$ cat src/rtl/oric_bus_pkg.sv
// oric_bus_pkg: shared types and constants for the Oric CPU data-bus controller
package oric_bus_pkg;
  typedef enum logic [2:0] {SRC_SLOT, SRC_VIA, SRC_ROM, SRC_RAM, SRC_NONE} bus_src_e;
  typedef enum logic [1:0] {IDLE, LOCAL, REQ, WAIT} membus_state_e;
  localparam logic [7:0] FILL_BYTE_DEF = 8'hFF;
endpackage

$ cat src/rtl/oric_bus_prio_dec.sv
// oric_bus_prio_dec: priority decode of the CPU cycle source; OVERLAY_RAM_EN maps ROMDIS'd ROM space to external RAM
module oric_bus_prio_dec import oric_bus_pkg::*; #(
  parameter int NUM_SLOT = 2,
  localparam int SW = NUM_SLOT > 1 ? $clog2(NUM_SLOT) : 1
)(
  input  logic                csio_n,
  input  logic                csrom_n,
  input  logic                csram_n,
  input  logic                map_n,
  input  logic                romdis_n,
  input  logic [NUM_SLOT-1:0] slot_ioctl_n,
  output bus_src_e            src,
  output logic [SW-1:0]       slot
);
  // first match wins; the slot scan runs high to low so the lowest claiming index survives
  always_comb begin
    src = SRC_NONE;
    slot = '0;
    if (!csio_n && !(&slot_ioctl_n)) begin
      src = SRC_SLOT;
      for (int i = NUM_SLOT - 1; i >= 0; i--)
        if (!slot_ioctl_n[i]) slot = SW'(i);
    end
    else if (!csio_n) src = SRC_VIA;
    else if (!csrom_n && map_n && romdis_n) src = SRC_ROM;
    else if (!csram_n || !map_n) src = SRC_RAM;
`ifdef OVERLAY_RAM_EN
    else if (!csrom_n && !romdis_n) src = SRC_RAM;
`endif
  end
endmodule

$ cat src/rtl/oric_membus_ctrl.sv
// oric_membus_ctrl: CPU read steering and external memory handshake with ready stretch and timeout (OVERLAY_RAM_EN selects ROM-shadow RAM)
module oric_membus_ctrl import oric_bus_pkg::*; #(
  parameter int          NUM_ROM   = 2,
  parameter int          NUM_SLOT  = 2,
  parameter int          ROM_AW    = 14,
  parameter int          TIMEOUT   = 15,
  parameter logic [7:0]  FILL_BYTE = FILL_BYTE_DEF,
  localparam int         RSW = NUM_ROM > 1 ? $clog2(NUM_ROM) : 1,
  localparam int         SW  = NUM_SLOT > 1 ? $clog2(NUM_SLOT) : 1
)(
  input  logic                  CLK_IN,
  input  logic                  RESETn,
  input  logic                  PHI2_EN,
  input  logic                  PHI2_EN_N,
  input  logic [15:0]           cpu_addr,
  input  logic                  cpu_rw,
  input  logic [7:0]            cpu_do,
  output logic [7:0]            cpu_di,
  output logic                  cpu_rdy,
  input  logic [RSW-1:0]        rom_sel,
  input  logic                  csio_n,
  input  logic                  csrom_n,
  input  logic                  csram_n,
  input  logic                  map_n,
  input  logic                  romdis_n,
  input  logic [NUM_SLOT-1:0]   slot_ioctl_n,
  input  logic [NUM_SLOT*8-1:0] slot_do,
  input  logic [7:0]            via_do,
  input  logic [NUM_ROM*8-1:0]  rom_do,
  output logic                  mem_req,
  output logic [15:0]           mem_addr,
  output logic                  mem_we,
  output logic [7:0]            mem_d,
  input  logic                  mem_ack,
  input  logic [7:0]            mem_q,
  output logic                  bus_err,
  input  logic                  bus_err_clr
);
  if (NUM_ROM < 1 || NUM_ROM > 8 || NUM_SLOT < 1 || NUM_SLOT > 4 ||
      ROM_AW < 1 || ROM_AW > 16 || TIMEOUT < 1 || TIMEOUT > 31) begin : g_bad_param
    $error("oric_membus_ctrl: parameter out of range");
  end
  membus_state_e state, nxt;
  bus_src_e src_d, src_q;
  logic [SW-1:0] slot_d, slot_q;
  logic [RSW-1:0] img_q;
  logic [4:0] cnt;
  logic [7:0] rdat;
  logic busy, tmo, start;
  oric_bus_prio_dec #(.NUM_SLOT(NUM_SLOT)) u_dec (
    .csio_n(csio_n), .csrom_n(csrom_n), .csram_n(csram_n), .map_n(map_n),
    .romdis_n(romdis_n), .slot_ioctl_n(slot_ioctl_n), .src(src_d), .slot(slot_d)
  );
  assign busy = state == REQ || state == WAIT;
  assign start = state == IDLE && PHI2_EN;
  assign tmo = state == WAIT && !mem_ack && cnt >= 5'(TIMEOUT - 1);
  assign mem_req = state == REQ;
  // read data of the source latched at cycle start
  always_comb rdat = src_q == SRC_SLOT ? slot_do[8*slot_q +: 8] :
                     src_q == SRC_VIA  ? via_do :
                     src_q == SRC_ROM  ? rom_do[8*img_q +: 8] : FILL_BYTE;
  // state register
  always_ff @(posedge CLK_IN or negedge RESETn)
    if (!RESETn) state <= IDLE;
    else state <= nxt;
  // next state: local reads wait for the sample strobe, RAM goes through the handshake
  always_comb begin
    nxt = state;
    unique case (state)
      IDLE:  nxt = !PHI2_EN ? IDLE : src_d == SRC_RAM ? REQ : cpu_rw ? LOCAL : IDLE;
      LOCAL: nxt = PHI2_EN_N ? IDLE : LOCAL;
      REQ:   nxt = mem_ack ? IDLE : WAIT;
      WAIT:  nxt = mem_ack || tmo ? IDLE : WAIT;
    endcase
  end
  // cycle capture, memory request latching, read data, ready stretch and error flag
  always_ff @(posedge CLK_IN or negedge RESETn)
    if (!RESETn) begin
      src_q <= SRC_NONE;
      slot_q <= '0;
      img_q <= '0;
      cnt <= '0;
      cpu_di <= FILL_BYTE;
      cpu_rdy <= 1'b1;
      mem_addr <= '0;
      mem_we <= 1'b0;
      mem_d <= '0;
      bus_err <= 1'b0;
    end else begin
      if (start) begin
        src_q <= src_d;
        slot_q <= slot_d;
        img_q <= int'(rom_sel) < NUM_ROM ? rom_sel : '0;
      end
      if (start && src_d == SRC_RAM) begin
        mem_addr <= cpu_addr;
        mem_we <= ~cpu_rw;
        mem_d <= cpu_do;
      end
      cnt <= busy ? cnt + 5'd1 : '0;
      if (state == LOCAL && PHI2_EN_N) cpu_di <= rdat;
      else if (busy && mem_ack && !mem_we) cpu_di <= mem_q;
      else if (tmo) cpu_di <= FILL_BYTE;
      if (busy && (mem_ack || tmo)) cpu_rdy <= 1'b1;
      else if (busy && PHI2_EN_N) cpu_rdy <= 1'b0;
      bus_err <= bus_err_clr ? 1'b0 : tmo ? 1'b1 : bus_err;
    end
endmodule
$ cat config.mk
export PLATFORM = sky130hd
export DESIGN_NAME = oric_membus_ctrl
export DESIGN_NICKNAME = d
export VERILOG_FILES = /design/src/rtl/oric_bus_pkg.sv /design/src/rtl/oric_bus_prio_dec.sv /design/src/rtl/oric_membus_ctrl.sv
export SDC_FILE = /design/constraint.sdc
export NUM_CORES = 1
export LEC_CHECK = 0
export BUFFER_PORTS_ARGS = -buffer_cell sky130_fd_sc_hd__buf_2
export CORE_ASPECT_RATIO = 2
export CORE_UTILIZATION = 45
export CTS_CLUSTER_SIZE = 10
export DETAILED_ROUTE_END_ITERATION = 8
export PLACE_DENSITY = 0.91
export SLEW_MARGIN = 40
export SYNTH_ARGS = -nofsm -noshare
export SYNTH_HDL_FRONTEND = slang
export SYNTH_HIERARCHICAL = 1
export SYNTH_SLANG_ARGS = --single-unit
export TNS_END_PERCENT = 1
$ cat constraint.sdc
create_clock -name CLK_IN -period 2.45 [get_ports CLK_IN]
set_input_delay 0.49 -clock CLK_IN [delete_from_list [all_inputs] [get_ports CLK_IN]]
set_output_delay 0.49 -clock CLK_IN [all_outputs]
set_load 0.05 [all_outputs]
==> impl_metrics.yaml, run 1 <==
outcome:
  status: "complete, no violations"
global_routing:
  grt_pass1_wl_um: 8410
  grt_max_degree: 28
  track_usage: 0.209
  grt_overflow_total: 0
  grt_pass1_vias: 1892
  antenna_found_initial: 0
setup_path:
  crit_chain: "inv_1 -> ha_1 -> o211a_1 -> o21ai_0 -> o311ai_4 -> o221a_2"
  worst-path-buf-inv: 1
  critical-path-slowest-cell: "o21ai_0"
  startpoint_type: "flip-flop"
  critPathTopFamily: "compound AO/OA/AOI/OAI gates"
  arrival_ns: 2.24
  path_max_fanout: 8
  slowest_delay_ns: 0.58
  path_class: "flip-flop to flip-flop"
  cp.required_ns: 2.67
  endpoint_kind: "flip-flop"
sta:
  slew_viol_final: 0
  max_freq_mhz: 496
  tns_ns: 0
  finalHoldViolCount: 0
  period_share: 0.823
  worst_pin_slew_ns: 0.737
  period_minus_slack_ns: 2.02
  skew_ns: 0.00793
  rsz0062_at_grt: "no"
  relSlewSlack: 0.503
  setup_viol: 0
die:
  die-area_um2: 5460
  initial_core_util: 0.472
  die_h_um: 103
  die_x_um: 52.7
  boundaryPins: 123
  rows: 36
  coreArea_um2: 4910
drt:
  drc_errors: 0
  initialDrtViolationCount: 16
  drt_wl_total_um: 5650
  dr.pass1.iters: 4
  via_per_inst: 5.35
  wl_per_cell_um: 15.5
  ant_nets: 0
  vias: 1951
logic_synthesis:
  syn-num-nets: 273
  synthCells: 184
  synth_edf_count: 0
  yosysUniqueCellTypes: 38
  synth_area_leaders: "dfrtp_1, dfstp_2, mux2_1, mux2_2, o221a_2"
  avgSynthCellArea_um2: 12.6
  yosys.area.top_type: "dfrtp_1"
  yosysSeqAreaShare: 0.513
  ys_ff_latch: 47
  async_flop_share: 1.00
  syn_area_um2: 2320
  ys_warn_count: 6
  synth.top_cell.area_share: 0.400
  synth-main-ff-cell: "dfrtp_1"
clock_tree:
  cts.clk_slew.worst_paths_ns: 0.09
  cts_tree: "done"
  cts_sinks: 47
  cts_buffers: 5
  root_buffer: "clkbuf_8"
  clk_latency_ns: 0.29
  ctsHoldBuffers: 0
  post_cts_buffers: 0
  ctsResizeCount: 0
  htree_num_levels: 2
  clk_path_buf_depth: 2
flow_run:
  maxCapViolCount: 0
pwr:
  p_total_w: 0.00345
  p_sw_w: 0.00166
  power.ir.vdd_worst_mv: 1.06
  seqPwrFrac: 0.373
  p_int_w: 0.00178
  combPwrFrac: 0.495
  clockPowerShare: 0.132
  p_sw_frac: 0.482
  p_per_area_nw_per_um2: 1130
  p_leak_nw: 1.47
final_layout:
  layout-drive-gt1-share: 0.549
  area_growth_pct: 31.9
  n_antenna_cell: 0
  final_nets: 396
placed_design:
  place.gp.congestion: 0.730
  portBuffers: 122
  dp_hpwl_um: 4590
min_path:
  worstHoldPathType: "input pin to async pin"
-- through the flow --
step | cell area [µm²] | worst slack (ns) | util | hold WS (ns) | instances
final | 3060 | 0.433 | 0.623 | 0.181 | 365
after floorplan | 2320 | 0.528 | - | 0.194 | 184
after global routing | 3060 | 0.336 | 0.623 | 0.195 | 365
after global placement | 2970 | 0.392 | 0.605 | 0.467 | 357
after detailed placement | 2970 | 0.335 | 0.605 | 0.478 | 357
after CTS | 3060 | 0.434 | 0.623 | 0.181 | 365
-- path summary, 6_finish.rpt --
check,end,cells past startpoint,slack (ns),startpoint
max in group asynchronous,src_q[2],2,1.92,RESETn
hold reg to reg,cnt[0],1,0.49,cnt[0]
hold / removal,mem_d[2],2,0.18,RESETn
min in group CLK_IN,bus_err,2,0.34,bus_err_clr
setup reg to reg,cpu_di[3],6,0.43,cnt[0]
setup / recovery,cpu_di[3],6,0.43,cnt[0]
-- final cells by class --
cell class | instances | area, µm²
well taps | 57 | 71.3
clock buffers | 5 | 68.8
inverters | 4 | 15.0
fillers | 431 | 1850
multi-input cells | 122 | 1050
clock inverters | 3 | 17.5
flip-flops and latches | 47 | 1190
repair buffers | 127 | 648
-- logic make-up (layout without fill, tap and decap cells) --
family	count (synthesis)	count (layout)	share of synthesized area
AO/OA/AOI/OAI	42	42	0.148
XOR/XNOR	3	3	0.0113
adder cells (fa/ha/maj)	2	2	0.0108
buffers and inverters	15	139	0.0378
flip-flops	47	47	0.513
multiplexers	37	37	0.175
AND/OR/NAND/NOR	38	38	0.103
-- layout by cell type, fill, tap and decap left out, types with 2 or more instances in the layout --
| master | count |
|---|---|
| dfstp_2 | 10 |
| nor2_1 | 7 |
| clkbuf_8 | 5 |
| dfrtp_1 | 37 |
| o21ai_0 | 2 |
| nor2b_1 | 10 |
| o221a_2 | 8 |
| inv_1 | 4 |
| nand3b_1 | 2 |
| nand2_1 | 3 |
| ha_1 | 2 |
| a211oi_1 | 8 |
| mux2_2 | 12 |
| mux2_1 | 17 |
| a21oi_1 | 11 |
| xor2_1 | 2 |
| buf_2 | 122 |
| nand2b_1 | 3 |
| or3_1 | 2 |
| o221ai_1 | 8 |
| nand3_1 | 3 |
| mux2i_1 | 8 |
| nor3b_4 | 2 |
| buf_4 | 5 |
-- power groups by stage --
| stage | sequential [W] | clock (W) | combinational, W |
|---|---|---|---|
| after floorplan | 0.00212 | 0 | 0.000452 |
| after global placement | 0.00128 | 0 | 0.00168 |
| after detailed placement | 0.00130 | 0 | 0.00172 |
| after CTS | 0.00128 | 0.000471 | 0.00172 |
| after global routing | 0.00132 | 0.000494 | 0.00179 |
| final | 0.00128 | 0.000457 | 0.00170 |
-- metal layers --
layer,track usage,part of all wire,wire (µm)
met1,0.232,0.37,2090
met2,0.388,0.57,3200
met3,0.0278,0.053,300
met4,0.0830,0.010,58
met5,0,0,0
-- synthesized netlist by cell type, drive strengths merged, types with 4 or more instances --
master and count:
a211oi 8, a21oi 11, buf 7, clkbuf 4, dfrtp 37, dfstp 10
inv 4, mux2 29, mux2i 8, nor2 7, nor2b 10, o221a 8
o221ai 8
-- state kept, by name, summed over array words and instances (netlist names) --
| register | cells |
|---|---|
| img_q | 1 |
| cnt | 5 |
| cpu_di | 8 |
| bus_err | 1 |
| mem_addr | 16 |
| src_q | 3 |
| cpu_rdy | 1 |
| mem_we | 1 |
| mem_d | 8 |
| state | 2 |
| slot_q | 1 |
No activity file was read; power rests on OpenSTA's default activity.
==> inputs of run 2 (changes only) <==
--- a/config.mk
+++ b/config.mk
@@ -5,12 +5,13 @@
 export SDC_FILE = /design/constraint.sdc
 export NUM_CORES = 1
 export LEC_CHECK = 0
+export ABC_AREA = 1
 export BUFFER_PORTS_ARGS = -buffer_cell sky130_fd_sc_hd__buf_2
 export CORE_ASPECT_RATIO = 2
-export CORE_UTILIZATION = 45
+export CORE_UTILIZATION = 43
 export CTS_CLUSTER_SIZE = 10
 export DETAILED_ROUTE_END_ITERATION = 8
-export PLACE_DENSITY = 0.91
+export PLACE_DENSITY = 0.88
 export SLEW_MARGIN = 40
 export SYNTH_ARGS = -nofsm -noshare
 export SYNTH_HDL_FRONTEND = slang
==> constraint.sdc (replaced) <==
create_clock -name CLK_IN -period 1.75 [get_ports CLK_IN]
set_input_delay 0.35 -clock CLK_IN [delete_from_list [all_inputs] [get_ports CLK_IN]]
set_output_delay 0.35 -clock CLK_IN [all_outputs]
set_load 0.05 [all_outputs]
==> impl_metrics.yaml, run 2 <==
outcome:
  status: "finished with violations"
  violations: "DRC"
global_routing:
  grt_overflow_total: 0
  grt_max_degree: 48
  grt_pass1_wl_um: 10800
  antenna_found_initial: 0
  grt_pass1_vias: 2714
  track_usage: 0.209
final_layout:
  multi_input_area_um2: 1220
  final-seq-area_um2: 1190
  final_cell_count_no_fill: 577
  fin_area_um2: 3540
  n_antenna_cell: 0
  mostFrequentLayoutCells: "nand2_1, buf_2, inv_1, nand3_1, dfrtp_1"
  layout-drive-gt1-share: 0.309
  layout_commonest_cell: "nand2_1"
  largest_reg_flops: 16
  area_growth_pct: 31.2
  final_nets: 602
  reg.largest.list: "mem_addr: 16 flops, cpu_di: 8 flops, mem_d: 8 flops"
  regMostFlops: "mem_addr"
  num-fill-cells: 579
die:
  initial_core_util: 0.450
  die_h_um: 114
  rows: 40
  die_x_um: 58.0
  boundaryPins: 123
  coreArea_um2: 6010
  die-area_um2: 6620
logic_synthesis:
  ys_ff_latch: 47
  synth_edf_count: 0
  yosysUniqueCellTypes: 29
  async_flop_share: 1.00
  yosys.area.top_type: "dfrtp_1"
  syn-num-nets: 476
  synth-main-ff-cell: "dfrtp_1"
  synth.most_common_cell: "nand2_1"
  synth.top_cell.area_share: 0.343
  synthCells: 387
  syn_area_um2: 2700
  synth_area_leaders: "dfrtp_1, nand2_1, dfstp_2, nand3_1, inv_1"
  yosysSeqAreaShare: 0.440
  ys_warn_count: 6
  synthTopCellsByCount: "nand2_1, inv_1, nand3_1, dfrtp_1, nor2_1"
  avgSynthCellArea_um2: 6.98
pwr:
  p_per_area_nw_per_um2: 1470
  p_leak_nw: 2.14
  power.ir.vdd_worst_mv: 1.03
sta:
  setup_slack_ns: 0.136
  period_minus_slack_ns: 1.61
  slew_viol_final: 0
  worst_pin_slew_ns: 0.447
  relSlewSlack: 0.701
  tns_ns: 0
  finalHoldViolCount: 0
  rsz0062_at_grt: "no"
  max_freq_mhz: 620
  setup_viol: 0
  period_share: 0.922
  skew_ns: 0.00610
placed_design:
  place.gp.congestion: 0.838
  portBuffers: 122
  dp_hpwl_um: 5310
  dp.cells: 569
  placed_cell_area_um2: 3400
  place_ws_ns: 0.0480
setup_path:
  crit_path_start: "state[1]"
  critical-path-slowest-cell: "dfrtp_1"
  rrSetupSlack_ns: 0.24
  startpoint_type: "flip-flop"
  endpoint_kind: "primary output"
  path_class: "flip-flop to primary output"
  path_max_fanout: 8
  slowest_delay_ns: 0.47
  cp.required_ns: 1.40
  arrival_ns: 1.26
  crit_chain: "inv_2 -> nor2_1 -> buf_2"
  rr_startpoint: "state[1]"
clock_tree:
  cts_tree: "done"
  cts.clk_slew.worst_paths_ns: 0.06
  root_buffer: "clkbuf_16"
  htree_num_levels: 2
  cts_buffers: 5
  clk_latency_ns: 0.29
  post_cts_buffers: 0
  clk_path_buf_depth: 2
  ctsHoldBuffers: 0
  cts_sinks: 47
  ctsResizeCount: 0
min_path:
  worstHoldPathType: "input pin to async pin"
drt:
  wl_per_cell_um: 11.4
  initialDrtViolationCount: 102
  ant_nets: 0
  drt_wl_total_um: 6600
  via_per_inst: 4.78
  vias: 2759
  dr.pass1.iters: 6
  drc_errors: 6
flow_run:
  maxCapViolCount: 0
## run 2: cell families (layout without fill, tap and decap cells)
kind of cell,after synthesis,after routing,synth area share
flip-flops,47,47,0.440
AO/OA/AOI/OAI,19,19,0.0375
buffers and inverters,71,198,0.109
adder cells (fa/ha/maj),2,2,0.00927
AND/OR/NAND/NOR,246,246,0.397
XOR/XNOR,2,2,0.00649
## run 2: worst paths after layout
path	to	cells past startpoint
max	mem_req	3
min	mem_d[0]	2
max reg2reg	mem_d[1]	5
min reg2reg	mem_d[6]	2
max in group asynchronous	cpu_di[1]	2
min in group CLK_IN	bus_err	2
## run 2: power breakdown
| group | total (W) | internal, W | leakage (nW) | switching [W] |
|---|---|---|---|---|
| combinational | 0.00252 | 0.000630 | 1.50 | 0.00189 |
| sequential | 0.00176 | 0.00152 | 0.581 | 0.000237 |
| clock | 0.000921 | 0.000526 | 0.0674 | 0.000395 |
| total | 0.00519 | 0.00267 | 2.14 | 0.00252 |
## run 2: critical path, delay by kind of cell, from the launching register on
family | cells | cell delay (ns)
flops | 1 | 0.47
simple gates | 1 | 0.10
buf+inv | 2 | 0.41
## run 2: layer usage
metal / GRT usage / up-vias / part of all wire
li1: - / 1423 / -
met1: 0.206 / 1223 / 0.38
met2: 0.401 / 98 / 0.53
met3: 0.0328 / 15 / 0.057
met4: 0.106 / 0 / 0.031
met5: 0 / - / 0
## run 2: layout make-up
type                       count  share of cell area
clock inverter                 3             0.00565
clock buffer                   5              0.0353
multi-input combinational    269               0.343
tap                           63              0.0223
inverter                      62              0.0657
timing repair buffer         128               0.192
sequential                    47               0.336
## run 2: metrics by stage
step	util	hold WS, ns	power, W
floorplan	-	0.0544	0.00362
global placement	0.566	0.346	0.00424
detailed placement	0.566	0.350	0.00429
CTS	0.590	0.0363	0.00524
global route	0.590	0.0482	0.00550
finish	0.590	0.0232	0.00519
